`src/rtl/cache_pkg.sv`:
```
// Shared cache-controller encodings: snoop-bus request/response codes, 4-phase
// handshake states and the sdreq channel top-FSM states.
package cache_pkg;

    localparam int unsigned OP_W   = 3;
    localparam int unsigned HS_W   = 2;
    localparam int unsigned SDCH_W = 2;

    localparam logic [OP_W-1:0] SDREQ_RD  = 3'd0;
    localparam logic [OP_W-1:0] SDREQ_RFO = 3'd1;
    localparam logic [OP_W-1:0] SDREQ_INV = 3'd2;
    localparam logic [OP_W-1:0] SDREQ_WB  = 3'd3;

    localparam logic [OP_W-1:0] SURSP_OKAY  = 3'd0;
    localparam logic [OP_W-1:0] SURSP_FETCH = 3'd1;
    localparam logic [OP_W-1:0] SURSP_SNOOP = 3'd2;
    localparam logic [OP_W-1:0] SURSP_ERROR = 3'd3;

    localparam logic [HS_W-1:0] HS_IDLE     = 2'd0;
    localparam logic [HS_W-1:0] HS_ASSERT   = 2'd1;
    localparam logic [HS_W-1:0] HS_DEASSERT = 2'd2;

    localparam logic [SDCH_W-1:0] SDCH_IDLE     = 2'd0;
    localparam logic [SDCH_W-1:0] SDCH_SEND     = 2'd1;
    localparam logic [SDCH_W-1:0] SDCH_WAIT_RSP = 2'd2;
    localparam logic [SDCH_W-1:0] SDCH_RETURN   = 2'd3;

    function automatic logic sdreq_op_legal(input logic [OP_W-1:0] op);
        return op <= SDREQ_WB;
    endfunction

    // Writebacks only succeed on OKAY; unknown codes collapse to ERROR.
    function automatic logic [OP_W-1:0] sursp_map(input logic [OP_W-1:0] op,
                                                  input logic [OP_W-1:0] rsp);
        if (op == SDREQ_WB)
            return (rsp == SURSP_OKAY) ? SURSP_OKAY : SURSP_ERROR;
        if (rsp <= SURSP_ERROR)
            return rsp;
        return SURSP_ERROR;
    endfunction

endpackage

```
`src/rtl/hs4_ctrl.sv`:
```
// Generic 4-phase handshake FSM. Initiator drives valid and watches ready;
// responder drives ready and watches valid.
module hs4_ctrl
    import cache_pkg::*;
#(
    parameter bit INITIATOR = 1'b1
) (
    input  logic clk,
    input  logic rst,
    input  logic en,
    input  logic peer,
    output logic drive,
    output logic idle_c,
    output logic done_c
);

    logic [HS_W-1:0] state_q;
    logic [HS_W-1:0] state_d;

    // Initiator starts on en alone; responder needs the peer's valid as well.
    always_comb begin
        state_d = state_q;
        done_c  = 1'b0;
        case (state_q)
            HS_IDLE: begin
                if (en && (INITIATOR || peer))
                    state_d = HS_ASSERT;
            end
            HS_ASSERT: begin
                if (peer == INITIATOR)
                    state_d = HS_DEASSERT;
            end
            HS_DEASSERT: begin
                if (!INITIATOR || !peer) begin
                    state_d = HS_IDLE;
                    done_c  = 1'b1;
                end
            end
            default: state_d = HS_IDLE;
        endcase
    end

    always_ff @(posedge clk) begin
        if (rst) begin
            state_q <= HS_IDLE;
            drive   <= 1'b0;
        end else begin
            state_q <= state_d;
            drive   <= (state_d == HS_ASSERT);
        end
    end

    assign idle_c = (state_q == HS_IDLE);

endmodule

```
`src/rtl/sdreq_chan_ctrl.sv`:
```
// Snoop-bus downstream request channel: one FSM request out over a 4-phase sdreq
// handshake, one sursp response back, with a response timeout.
module sdreq_chan_ctrl
    import cache_pkg::*;
#(
    parameter int unsigned ADDR_WIDTH  = 32,
    parameter int unsigned DATA_WIDTH  = 32,
    parameter int unsigned TIMEOUT_CYC = 256
) (
    input  logic                  clk,
    input  logic                  rst,
    input  logic                  req_valid,
    output logic                  req_ready,
    input  logic [2:0]            req_op,
    input  logic [ADDR_WIDTH-1:0] req_addr,
    input  logic [DATA_WIDTH-1:0] req_data,
    output logic                  rsp_valid,
    input  logic                  rsp_ready,
    output logic [2:0]            rsp_code,
    output logic [DATA_WIDTH-1:0] rsp_data,
    output logic                  sdreq_valid,
    input  logic                  sdreq_ready,
    output logic [2:0]            sdreq_op,
    output logic [ADDR_WIDTH-1:0] sdreq_addr,
    output logic [DATA_WIDTH-1:0] sdreq_data,
    input  logic                  sursp_valid,
    output logic                  sursp_ready,
    input  logic [2:0]            sursp_rsp,
    input  logic [DATA_WIDTH-1:0] sursp_data
);

    localparam int unsigned      TMR_W    = $clog2(TIMEOUT_CYC + 2);
    localparam logic [TMR_W-1:0] TMR_LAST = TMR_W'(TIMEOUT_CYC - 1);
    localparam bit               TMR_EN   = (TIMEOUT_CYC != 0);

    logic [SDCH_W-1:0]     state_q;
    logic [SDCH_W-1:0]     state_d;
    logic [TMR_W-1:0]      timer_q;
    logic [TMR_W-1:0]      timer_d;
    logic [2:0]            op_d;
    logic [ADDR_WIDTH-1:0] addr_d;
    logic [DATA_WIDTH-1:0] data_d;
    logic [2:0]            code_d;
    logic [DATA_WIDTH-1:0] rdata_d;

    logic snd_idle_c;
    logic snd_done_c;
    logic rsp_idle_c;
    logic rsp_done_c;
    logic accept_c;
    logic snd_start_c;
    logic capture_c;
    logic expire_c;
    logic wait_rsp_c;

    // Only take a new request once both bus handshakes have fully returned to idle.
    assign accept_c    = (state_q == SDCH_IDLE) && req_valid && snd_idle_c && rsp_idle_c;
    assign snd_start_c = accept_c && sdreq_op_legal(req_op);
    assign wait_rsp_c  = (state_q == SDCH_WAIT_RSP);
    assign capture_c   = wait_rsp_c && rsp_idle_c && sursp_valid;
    assign expire_c    = TMR_EN && (timer_q == TMR_LAST);

    hs4_ctrl #(
        .INITIATOR (1'b1)
    ) u_sdreq_hs (
        .clk    (clk),
        .rst    (rst),
        .en     (snd_start_c),
        .peer   (sdreq_ready),
        .drive  (sdreq_valid),
        .idle_c (snd_idle_c),
        .done_c (snd_done_c)
    );

    hs4_ctrl #(
        .INITIATOR (1'b0)
    ) u_sursp_hs (
        .clk    (clk),
        .rst    (rst),
        .en     (wait_rsp_c),
        .peer   (sursp_valid),
        .drive  (sursp_ready),
        .idle_c (rsp_idle_c),
        .done_c (rsp_done_c)
    );

    always_comb begin
        state_d = state_q;
        timer_d = timer_q;
        op_d    = sdreq_op;
        addr_d  = sdreq_addr;
        data_d  = sdreq_data;
        code_d  = rsp_code;
        rdata_d = rsp_data;
        case (state_q)
            SDCH_IDLE: begin
                timer_d = '0;
                if (accept_c) begin
                    op_d   = req_op;
                    addr_d = req_addr;
                    data_d = req_data;
                    if (sdreq_op_legal(req_op)) begin
                        state_d = SDCH_SEND;
                    end else begin
                        state_d = SDCH_RETURN;
                        code_d  = SURSP_ERROR;
                        rdata_d = '0;
                    end
                end
            end
            SDCH_SEND: begin
                if (snd_done_c)
                    state_d = SDCH_WAIT_RSP;
            end
            SDCH_WAIT_RSP: begin
                // A response seen in the expiry cycle takes priority over the timeout.
                if (capture_c) begin
                    code_d  = sursp_map(sdreq_op, sursp_rsp);
                    rdata_d = sursp_data;
                    timer_d = '0;
                end else if (rsp_idle_c) begin
                    if (expire_c) begin
                        code_d  = SURSP_ERROR;
                        rdata_d = '0;
                        timer_d = '0;
                        state_d = SDCH_RETURN;
                    end else begin
                        timer_d = timer_q + TMR_W'(1);
                    end
                end
                if (rsp_done_c)
                    state_d = SDCH_RETURN;
            end
            SDCH_RETURN: begin
                if (rsp_ready)
                    state_d = SDCH_IDLE;
            end
            default: state_d = SDCH_IDLE;
        endcase
    end

    always_ff @(posedge clk) begin
        if (rst) begin
            state_q    <= SDCH_IDLE;
            timer_q    <= '0;
            req_ready  <= 1'b1;
            rsp_valid  <= 1'b0;
            sdreq_op   <= '0;
            sdreq_addr <= '0;
            sdreq_data <= '0;
            rsp_code   <= '0;
            rsp_data   <= '0;
        end else begin
            state_q    <= state_d;
            timer_q    <= timer_d;
            req_ready  <= (state_d == SDCH_IDLE);
            rsp_valid  <= (state_d == SDCH_RETURN);
            sdreq_op   <= op_d;
            sdreq_addr <= addr_d;
            sdreq_data <= data_d;
            rsp_code   <= code_d;
            rsp_data   <= rdata_d;
        end
    end

endmodule

```
`config.mk`:
```
export PLATFORM = sky130hd
export DESIGN_NAME = sdreq_chan_ctrl
export DESIGN_NICKNAME = d
export VERILOG_FILES = /design/src/rtl/cache_pkg.sv /design/src/rtl/hs4_ctrl.sv /design/src/rtl/sdreq_chan_ctrl.sv
export SDC_FILE = /design/constraint.sdc
export NUM_CORES = 1
export LEC_CHECK = 0
export ABC_AREA = 1
export BUFFER_PORTS_ARGS = -buffer_cell sky130_fd_sc_hd__buf_4
export CORE_MARGIN = 4
export CORE_UTILIZATION = 51
export DETAILED_ROUTE_END_ITERATION = 6
export GPL_TIMING_DRIVEN = 0
export MAX_ROUTING_LAYER = met4
export PLACE_DENSITY_LB_ADDON = 0.2
export SLEW_MARGIN = 30
export SYNTH_ARGS = -nofsm -noshare
export SYNTH_HDL_FRONTEND = slang
export SYNTH_SLANG_ARGS = --single-unit
```
`constraint.sdc`:
```
create_clock -name clk -period 4.4 [get_ports clk]
set_input_delay 0.88 -clock clk [delete_from_list [all_inputs] [get_ports clk]]
set_output_delay 0.88 -clock clk [all_outputs]
set_load 0.1 [all_outputs]
```
==> qor.log <==
INFO  detailed_routing detailroute.via_count=5264
INFO  detailed_routing ant_nets=0
INFO  critical_path  worst_ep_required_time=3520ps
INFO  critical_path  r2r-end=rsp_data[17]$_SDFFE_PP0P_
INFO  cts            clk_pin_slew_worst_paths=60ps
INFO  placed_design  buffer_ports.inserted=212
INFO  layout         num_antenna_cells=0
INFO  critical_path  worst-r2r-setup-slack=2680ps
INFO  timing         tightestPinTransition=684.7ps
INFO  power          vdd_ir_drop_max=0.0003633V
INFO  die            dieHeight=106.9µm
INFO  critical_path  cell_type_group_with_the_largest_total_delay_on_the_critical_path=flip-flops
INFO  placed_design  gp_congestion=0.8436
INFO  synthesis      synthesized_net_count=816
INFO  critical_path  cpMaxStageDelayCell=dfxtp_1
INFO  detailed_routing routedLengthMet1=5.753mm
INFO  timing         hold_ws=459.1ps
INFO  synthesis      synth.distinct_cells=31
INFO  critical_path  timing.critical_path.to=sdreq_op[1]
INFO  critical_path  critPathArrivalTime=1190ps
INFO  detailed_routing avgViaCountPerCell=4.879
INFO  critical_path  timing.rr.start=timer_q[0]$_SDFFE_PP0P_
INFO  detailed_routing first_iter_violations=257
INFO  layout         area_delta_synth_final=47.44%
INFO  critical_path  critical_path_class=reg2out
INFO  min_path       worstHoldPathType=reg2reg
INFO  power          total_leakage_power=3.643nW
INFO  timing         min_period=2073ps
INFO  critical_path  timing.critical_path.to_type=output port
INFO  layout         fin_nets=1047
INFO  placed_design  place_worst_setup_slack=1952ps
INFO  power          finalPower=4.445mW
INFO  die            fp.coreArea=9371µm²
INFO  critical_path  setup.worst_path.start_class=flop
INFO  cts            cts-resized-gates=0
INFO  detailed_routing met3_length=1.294mm
INFO  layout         commonest_non_fill_non_tap_cell_in_the_layout=nor2_1
INFO  detailed_routing routed_wl=14.79mm
INFO  timing         post-route-worst-setup-slack=2327ps
INFO  timing         max_freq=482.3MHz
INFO  cts            cts_htree_levels=4
INFO  detailed_routing drc=0
INFO  timing         setup_viol_count_final=0
INFO  synthesis      number_of_flip_flops_and_latches_in_the_synthesized_netlist=121
INFO  timing         slew_viol_final=0
INFO  critical_path  critical_path.startpoint=sdreq_op[1]$_SDFFE_PP0P_
INFO  global_routing grt_antenna_before_repair=0
INFO  detailed_routing drtPass1Iterations=5
INFO  synthesis      synth_ff_type=dfxtp_1
INFO  detailed_routing route.detailed.wl_per_inst=13.71µm
INFO  cts            cts_hold_buf=0
INFO  detailed_routing route.top_layer_used=met4
INFO  timing         post-route-period-util=47.12%
INFO  critical_path  worstSetupPathDepth=1
INFO  critical_path  cp.buffers_inverters=1
INFO  die            floorplan.rows=35
INFO  critical_path  timing.reg2reg.worst_path_depth=9
INFO  timing         skew=8.777ps
INFO  critical_path  crit_fanout=3
INFO  cts            post_cts_buffers=0
INFO  status         outcome=complete, no violations
INFO  cts            cts_max_path_buffers=2
INFO  die            initial_core_util=53.22%
INFO  synthesis      synth_edf_count=0
INFO  global_routing tot_gr_track_use=26.49%
INFO  timing         grt_setup_unrepaired=no
INFO  placed_design  dp_hpwl=11.37mm
INFO  cts            tritoncts_num_sinks=121
INFO  job            timing.max_cap.violations=0
INFO  detailed_routing route.met2.wl=7.473mm
INFO  layout         highest_count_cells_in_the_layout_ignoring_fill_and_taps=nor2_1, buf_4, dfxtp_1
INFO  cts            cts_root_buf=clkbuf_8
INFO  die            floorplan.die.width=106.9µm
INFO  synthesis      synth.cell_area=4987µm²
INFO  global_routing grt_pass1_wl=23.45mm
INFO  timing         final.setup.tns=0ps
INFO  layout         post_route_cells_drive_above_1_share=29.89%
INFO  die            boundaryPins=214
INFO  synthesis      yosysSeqAreaShare=48.57%
INFO  cts            clock_tree_from_tritoncts=yes
INFO  synthesis      yosys_warnings=0
INFO  die            area_of_the_die=11430µm²
INFO  power          power_density=604.6nW/µm²
INFO  cts            cts-buffers-inserted=17
INFO  synthesis      async_flop_share=0%
INFO  critical_path  cp_cell_sequence=buf_4
INFO  global_routing pin_count_of_the_biggest_net_entering_global_routing=17
INFO  critical_path  critPathMaxStageDelay=350ps
INFO  timing         timing_hold_violations_final=0
INFO  timing         tightest_slew_margin_relative_to_the_limit=54.35%
INFO  synthesis      postSynthCellCount=707
INFO  synthesis      avgSynthCellArea=7.054µm²
INFO  cts            worstSkewPairLatency=520ps
INFO  global_routing grt_overflow_total=0
INFO  global_routing grt_pass1_vias=5061
-- metal layers --
| metal | up-vias | global-route usage, % |
|---|---|---|
| met1 | 2363 | 29.19 |
| li1 | 2658 | - |
| met4 | 0 | 8.402 |
| met5 | - | - |
| met2 | 216 | 46.04 |
| met3 | 27 | 7.947 |
-- how the worst min path moves through the flow --
stage | start | end | cells past startpoint
2_1_floorplan | timer_q[8]$_SDFFE_PP0P_ | timer_q[8]$_SDFFE_PP0P_ | 2
3_3_place_gp | rsp_code[1]$_SDFFE_PP0P_ | rsp_code[1]$_SDFFE_PP0P_ | 2
6_report | rsp_code[1]$_SDFFE_PP0P_ | rsp_code[1]$_SDFFE_PP0P_ | 2
4_1_cts | rsp_code[1]$_SDFFE_PP0P_ | rsp_code[1]$_SDFFE_PP0P_ | 2
3_5_place_dp | rsp_code[1]$_SDFFE_PP0P_ | rsp_code[1]$_SDFFE_PP0P_ | 2
5_1_grt | rsp_code[1]$_SDFFE_PP0P_ | rsp_code[1]$_SDFFE_PP0P_ | 2
-- cell type report --
type / instances / area (µm²)
Sequential cell: 121 / 2422
Multi-Input combinational cell: 462 / 2031
Fill cell: 707 / 2018
Timing Repair Buffer: 212 / 1592
Clock buffer: 18 / 417.9
Inverter: 86 / 322.8
Buffer: 38 / 211.5
Clock inverter: 13 / 195.2
Tap cell: 129 / 161.4
-- stage by stage --
step           cells  util (%)  instance area, µm²
5_1_grt         1079     78.46                7353
4_1_cts         1079     78.46                7353
3_5_place_dp    1048     71.92                6740
2_1_floorplan    707         -                4987
3_3_place_gp    1048     71.92                6740
6_report        1079     78.46                7353
-- cell usage after synthesis (all sizes together), types with 2 or more instances --
master	n	area [µm²]
o21ai	71	355.3
nor2	220	830.8
buf	22	151.4
xor2	2	17.52
nand4	19	118.9
a2111oi	2	17.52
clkbuf	16	60.06
nand2	93	364.1
a21oi	10	50.05
nand3	31	172.7
inv	86	322.8
o21bai	2	26.28
nor3	6	30.03
dfxtp	121	2422
-- kinds of logic (layout without fill, tap and decap cells) --
logic type	count (synthesis)	after routing	synth area share (%)
AND/OR/NAND/NOR	372	372	30.81
XOR/XNOR	2	2	0.3513
flip-flops	121	121	48.57
buffers and inverters	124	367	10.71
AO/OA/AOI/OAI	87	87	9.308
adder cells (fa/ha/maj)	1	1	0.2508
-- power breakdown --
group | internal, mW | switching (mW)
registers | 1.23 | 0.0762
clock network | 0.924 | 0.513
logic | 0.385 | 1.31
total | 2.54 | 1.90
-- state kept, by name, summed over array words and instances, names as in the netlist --
| name | count |
|---|---|
| u_sursp_hs.state_q | 2 |
| rsp_valid | 1 |
| rsp_data | 32 |
| rsp_code | 3 |
| u_sdreq_hs.drive | 1 |
| req_ready | 1 |
| sdreq_addr | 32 |
| u_sdreq_hs.state_q | 2 |
| sdreq_op | 3 |
| sdreq_data | 32 |
| state_q | 2 |
| timer_q | 9 |
| u_sursp_hs.drive | 1 |
No activity file was read; power rests on OpenSTA's default activity.
